$ cat src/rtl/lm75_poll_sequencer_if.sv
// lm75_poll_sequencer_if: byte-level I2C master command/response port.
interface lm75_poll_sequencer_if;
  logic       cmd_valid;
  logic       cmd_ready;
  logic [2:0] cmd;
  logic [7:0] cmd_data;
  logic       rsp_valid;
  logic [7:0] rsp_data;
  logic       rsp_nack;
  modport master (output cmd_valid, cmd, cmd_data, input cmd_ready, rsp_valid, rsp_data, rsp_nack);
  modport slave (input cmd_valid, cmd, cmd_data, output cmd_ready, rsp_valid, rsp_data, rsp_nack);
endinterface

$ cat src/rtl/lm75_poll_sequencer.sv
// lm75_poll_sequencer: periodic LM75 temperature read with NACK retry and C/F conversion.
module lm75_poll_sequencer #(
  parameter int         POLL_CYCLES = 6_250_000,
  parameter logic [6:0] DEV_ADDR    = 7'h48,
  parameter int         MAX_RETRY   = 3
) (
  input  logic                        clk,
  input  logic                        rst,
  lm75_poll_sequencer_if.master       bus,
  output logic [7:0]                  temp_celsius,
  output logic [7:0]                  temp_fahrenheit,
  output logic                        temp_valid,
  output logic                        sensor_err,
  output logic                        busy
);
  typedef enum logic [3:0] {
    IDLE, START1, ADDR_W, PTR, START2, ADDR_R, RD_MSB, RD_LSB, STOP, UPDATE, ERR_STOP
  } state_t;
  localparam logic [31:0] RELOAD  = 32'(POLL_CYCLES - 1);
  localparam logic [7:0]  RETRIES = 8'(MAX_RETRY);
  state_t      state;
  logic        wait_rsp;
  logic [31:0] timer;
  logic [7:0]  fail_cnt, msb, c, f, ndata;
  logic [2:0]  ncmd;
  always_comb begin
    ncmd  = (state == START1 || state == START2) ? 3'd0 :
            (state == ADDR_W || state == PTR || state == ADDR_R) ? 3'd1 :
            (state == RD_MSB) ? 3'd2 : (state == RD_LSB) ? 3'd3 : 3'd4;
    ndata = (state == ADDR_W) ? {DEV_ADDR, 1'b0} : (state == ADDR_R) ? {DEV_ADDR, 1'b1} : 8'h00;
    c     = msb[7] ? 8'd0 : (msb > 8'd99) ? 8'd99 : msb;
    f     = 8'(({8'd0, c} * 16'd461) >> 8) + 8'd32;
  end
  always_ff @(posedge clk or negedge rst) begin
    if (!rst) begin
      state           <= IDLE;
      wait_rsp        <= 1'b0;
      timer           <= '0;
      fail_cnt        <= '0;
      msb             <= '0;
      bus.cmd_valid   <= 1'b0;
      bus.cmd         <= '0;
      bus.cmd_data    <= '0;
      temp_celsius    <= '0;
      temp_fahrenheit <= '0;
      temp_valid      <= 1'b0;
      sensor_err      <= 1'b0;
      busy            <= 1'b0;
    end else begin
      temp_valid <= 1'b0;
      busy       <= state != IDLE;
      if (timer != 0) timer <= timer - 32'd1;
      if (state == IDLE) begin
        if (timer == 0) begin
          state <= START1;
          timer <= RELOAD;
        end
      end else if (state == UPDATE) begin
        temp_celsius    <= c;
        temp_fahrenheit <= f;
        temp_valid      <= 1'b1;
        sensor_err      <= 1'b0;
        fail_cnt        <= '0;
        state           <= IDLE;
      end else if (!wait_rsp) begin
        if (!bus.cmd_valid) begin
          bus.cmd_valid <= 1'b1;
          bus.cmd       <= ncmd;
          bus.cmd_data  <= ndata;
        end else if (bus.cmd_ready) begin
          bus.cmd_valid <= 1'b0;
          wait_rsp      <= 1'b1;
        end
      end else if (bus.rsp_valid) begin
        wait_rsp <= 1'b0;
        if (state == ERR_STOP) begin
          // retries bypass the poll timer; giving up waits for the next interval
          if (fail_cnt < RETRIES) begin
            state <= START1;
            timer <= RELOAD;
          end else begin
            sensor_err <= 1'b1;
            fail_cnt   <= '0;
            state      <= IDLE;
          end
        end else if (ncmd == 3'd1 && bus.rsp_nack) begin
          state    <= ERR_STOP;
          fail_cnt <= fail_cnt + 8'd1;
        end else begin
          if (state == RD_MSB) msb <= bus.rsp_data;
          state <= state_t'(state + 4'd1);
        end
      end
    end
  end
endmodule

$ cat src/flat_wrapper.sv
// flat-port wrapper written by rule: the top's interface ports become plain ports
module lm75_poll_sequencer_flat 
#(
  parameter int         POLL_CYCLES = 6_250_000,
  parameter logic [6:0] DEV_ADDR    = 7'h48,
  parameter int         MAX_RETRY   = 3
)
  (clk, rst, temp_celsius, temp_fahrenheit, temp_valid, sensor_err, busy, bus_cmd_valid, bus_cmd, bus_cmd_data, bus_cmd_ready, bus_rsp_valid, bus_rsp_data, bus_rsp_nack);
  lm75_poll_sequencer_if bus_i ();
  input  logic clk;
  input  logic rst;
  output logic [7:0] temp_celsius;
  output logic [7:0] temp_fahrenheit;
  output logic temp_valid;
  output logic sensor_err;
  output logic busy;
  output wire logic [$bits(bus_i.cmd_valid)-1:0] bus_cmd_valid;
  output wire logic [$bits(bus_i.cmd)-1:0] bus_cmd;
  output wire logic [$bits(bus_i.cmd_data)-1:0] bus_cmd_data;
  input wire logic [$bits(bus_i.cmd_ready)-1:0] bus_cmd_ready;
  input wire logic [$bits(bus_i.rsp_valid)-1:0] bus_rsp_valid;
  input wire logic [$bits(bus_i.rsp_data)-1:0] bus_rsp_data;
  input wire logic [$bits(bus_i.rsp_nack)-1:0] bus_rsp_nack;
  assign bus_cmd_valid = bus_i.cmd_valid;
  assign bus_cmd = bus_i.cmd;
  assign bus_cmd_data = bus_i.cmd_data;
  assign bus_i.cmd_ready = bus_cmd_ready;
  assign bus_i.rsp_valid = bus_rsp_valid;
  assign bus_i.rsp_data = bus_rsp_data;
  assign bus_i.rsp_nack = bus_rsp_nack;
  lm75_poll_sequencer #(.POLL_CYCLES(POLL_CYCLES), .DEV_ADDR(DEV_ADDR), .MAX_RETRY(MAX_RETRY)) u_core (.clk(clk), .rst(rst), .bus(bus_i), .temp_celsius(temp_celsius), .temp_fahrenheit(temp_fahrenheit), .temp_valid(temp_valid), .sensor_err(sensor_err), .busy(busy));
endmodule
$ cat config.mk
export PLATFORM = sky130hd
export DESIGN_NAME = lm75_poll_sequencer_flat
export DESIGN_NICKNAME = d
export VERILOG_FILES = /design/src/rtl/lm75_poll_sequencer_if.sv /design/src/rtl/lm75_poll_sequencer.sv /design/src/flat_wrapper.sv
export SDC_FILE = /design/constraint.sdc
export NUM_CORES = 1
export LEC_CHECK = 0
export CORE_MARGIN = 1.5
export CORE_UTILIZATION = 45
export CTS_CLUSTER_SIZE = 40
export DETAILED_ROUTE_END_ITERATION = 10
export GPL_ROUTABILITY_DRIVEN = 0
export HOLD_SLACK_MARGIN = 0.12
export PLACE_DENSITY_LB_ADDON = 0.08
export RECOVER_POWER = 25
export SLEW_MARGIN = 20
export SYNTH_ARGS = -nofsm -noshare
export SYNTH_HDL_FRONTEND = slang
export SYNTH_SLANG_ARGS = --single-unit
$ cat constraint.sdc
create_clock -name clk -period 7.6 [get_ports clk]
set_clock_uncertainty 0.15 [all_clocks]
set_input_delay 0.76 -clock clk [delete_from_list [all_inputs] [get_ports clk]]
set_output_delay 0.76 -clock clk [all_outputs]
set_load 0.01 [all_outputs]
==> flow_metrics.tcl <==
set metrics [dict create \
    outcome "finished with violations" \
    failed_checks "max-capacitance violations, max-slew violations" \
    hp-class "reg -> reg" \
    grt_pass1_wl_um 18000 \
    utilization 0.523 \
    clock_tree.root_cell "clkbuf_8" \
    worstSetupStartpointType "register" \
    grt_remaining_overflow 0 \
    dieArea_mm2 0.0118 \
    yosysSeqAreaShare 0.384 \
    syn_to_final_growth_pct 13.0 \
    grt_pass1_vias 3635 \
    synth_top_family_by_area "simple AND/OR/NAND/NOR gates" \
    clock_path_buffers 2 \
    clkTransAtPathRegs_ns 0.08 \
    setup_slack_ns 1.97 \
    tightest_slew_ns 4.20 \
    synth-edff-count 0 \
    vias 3706 \
    pre_cts_ws_ns 1.97 \
    first_pass_iters 4 \
    final_antenna_net_count 0 \
    crit_arrival_ns 5.72 \
    fp-row-count 38 \
    io-pin-count 44 \
    nNetsFinal 626 \
    hold_viol_final 0 \
    critPathMaxFanout 5 \
    avgViaCountPerCell 5.29 \
    diodes 0 \
    period_share 0.741 \
    synth_fa_ha_area_frac 0.161 \
    path_class "reg -> reg" \
    die_h_um 109 \
    cts_resized 0 \
    clock-sinks 77 \
    layout_commonest_cell "dfrtp_1" \
    drive_gt1_frac 0.0713 \
    synth_ff_type "dfrtp_1" \
    synth_seq_cells 77 \
    layout_common_cells "77 x dfrtp_1, 52 x nor2_1, 45 x nand2_1" \
    antenna_found_initial 0 \
    clkLatencyLatePin_ns 0.36 \
    wl_per_cell_um 14.9 \
    grt_max_degree 78 \
    yosys_warnings 0 \
    p_leak_nw 2.58 \
    postCtsSetupBuffers 0 \
    synth_compound_area_frac 0.0972 \
    period_minus_slack_ns 5.63 \
    fill_cells 1017 \
    track_usage 0.197 \
    synth_mux_area_frac 0.0351 \
    synth_simple_gate_area_frac 0.204 \
    routed_wl_um 10400 \
    numCtsBuffers 9 \
    postSynthAreaPerCell_um2 9.64 \
    grt_setup_unrepaired "no" \
    syn-cell-area_mm2 0.00502 \
    drv_slew 78 \
    setup_viol 0 \
    synth-xor-area-share 0.0628 \
    numPortBuffers 37 \
    initial_utilization 0.463 \
    postCtsHoldBufs 0 \
    maxCapViolCount 1 \
    final.setup.tns_ns 0 \
    slew_headroom -1.80 \
    fmaxAchievable_ghz 0.178 \
    htreeDepth 3 \
    cts_tree "built" \
    cp-end-kind "register" \
    cp_data_required_time_ns 7.69 \
    async_flop_share 1.00 \
    powerDensity_mw_per_mm2 371 \
    die_width_um 109 \
    hpwl_um 7710 \
    syn_inst 521 \
    core_area_mm2 0.0108 \
    irDropWorstVdd_mv 0.173 \
    drc 0 \
    ys_types 59 \
    drt_iter0_drc 167 \
]
==> flip-flops by register name (all words and copies together) (netlist names) <==
signal and flops:
u_core.timer 32, u_core.fail_cnt 8, u_core.msb 8, u_core.temp_fahrenheit 8
u_core.temp_celsius 7, u_core.state 4, u_core.bus.cmd 3, u_core.bus.cmd_data 2
u_core.bus.cmd_valid 1, u_core.busy 1, u_core.sensor_err 1, u_core.temp_valid 1
u_core.wait_rsp 1
==> worst paths after layout <==
| check | end | slack (ns) | depth (start not counted) | from |
|---|---|---|---|---|
| setup / recovery | u_core.temp_fahrenheit[7]$_DFFE_PN0P_ | 1.97 | 23 | u_core.msb[4]$_DFFE_PN0P_ |
| hold / removal | u_core.temp_fahrenheit[2]$_DFFE_PN0P_ | 0.34 | 2 | u_core.temp_fahrenheit[2]$_DFFE_PN0P_ |
| setup reg to reg | u_core.temp_fahrenheit[7]$_DFFE_PN0P_ | 1.97 | 23 | u_core.msb[4]$_DFFE_PN0P_ |
| hold reg to reg | u_core.temp_fahrenheit[2]$_DFFE_PN0P_ | 0.34 | 2 | u_core.temp_fahrenheit[2]$_DFFE_PN0P_ |
| max in group asynchronous | u_core.msb[0]$_DFFE_PN0P_ | 3.23 | 1 | rst |
| min in group asynchronous | u_core.timer[9]$_DFF_PN0_ | 1.71 | 1 | rst |
==> Yosys cell counts, drive strengths merged (4+ instances only) <==
cell type | number | area [um^2]
nor3 | 18 | 101
and2 | 7 | 43.8
a31oi | 7 | 43.8
xor2 | 5 | 43.8
nor4 | 14 | 103
clkbuf | 5 | 18.8
nand2 | 45 | 169
fa | 13 | 260
nand2b | 6 | 37.5
or4 | 6 | 52.6
inv | 41 | 154
o211ai | 5 | 37.5
a211oi | 5 | 37.5
o21bai | 4 | 30.0
o21ai | 18 | 90.1
dfrtp | 77 | 1930
a21oi | 16 | 83.8
ha | 44 | 551
nand3 | 19 | 95.1
or2 | 4 | 25.0
nand4 | 6 | 37.5
buf | 13 | 104
mux2 | 13 | 146
nor2 | 52 | 195
xnor2 | 31 | 272
nor2b | 7 | 43.8
==> per-layer routing <==
metal,GRT usage,up-vias,routed length [um]
met4,0.0498,0,131
met1,0.291,1774,5330
met5,0,-,0
li1,-,1872,-
met3,0.0490,11,364
met2,0.289,49,4590
==> stage by stage <==
stage,power [mW],cells,hold WS (ns),instance area [um^2]
5_1_grt,2.32,701,0.370,5670
4_1_cts,2.13,701,0.347,5680
6_report,2.10,701,0.337,5670
2_1_floorplan,1.45,526,0.314,5040
3_5_place_dp,1.76,685,0.324,5460
3_3_place_gp,1.74,685,0.317,5460
==> critical path, cell delays in order (launching register included) <==
cell,delay [ns]
dfrtp_1,0.40
nor3_1,0.19
nor2_1,0.09
nor2_1,0.12
and2_1,0.30
ha_1,0.19
inv_1,0.07
fa_1,0.47
inv_1,0.05
fa_1,0.46
fa_1,0.50
ha_1,0.34
o21a_1,0.11
o21ai_0,0.29
a211o_1,0.18
a21boi_0,0.09
or3_1,0.33
and2_1,0.17
ha_1,0.21
xnor2_1,0.14
xnor2_1,0.21
nor2_1,0.10
a221oi_1,0.24
nand3_1,0.11
==> power by group <==
part	internal, mW	switching (mW)	total (mW)
Clock	0.185	0.163	0.349
Combinational	0.495	0.584	1.08
Sequential	0.545	0.131	0.677
Total	1.23	0.878	2.10
==> area by class of cell <==
cell class                      instances  area [um^2]  share of cell area
Clock buffer                           10          128              0.0225
Multi-Input combinational cell        390         2840               0.500
Sequential cell                        77         1930               0.340
Inverter                               41          154              0.0271
Tap cell                              140          175              0.0309
Clock inverter                          6         87.6              0.0154
Timing Repair Buffer                   37          364              0.0642
==> cells by family (layout without fill, tap and decap cells) <==
family,count (synthesis),after routing
AO/OA/AOI/OAI,75,75
XOR/XNOR,36,36
adder cells (fa/ha/maj),57,57
buffers and inverters,59,94
flip-flops,77,77
multiplexers,16,16
other,1,6
AND/OR/NAND/NOR,200,200
No activity file was read; power rests on OpenSTA's default activity.
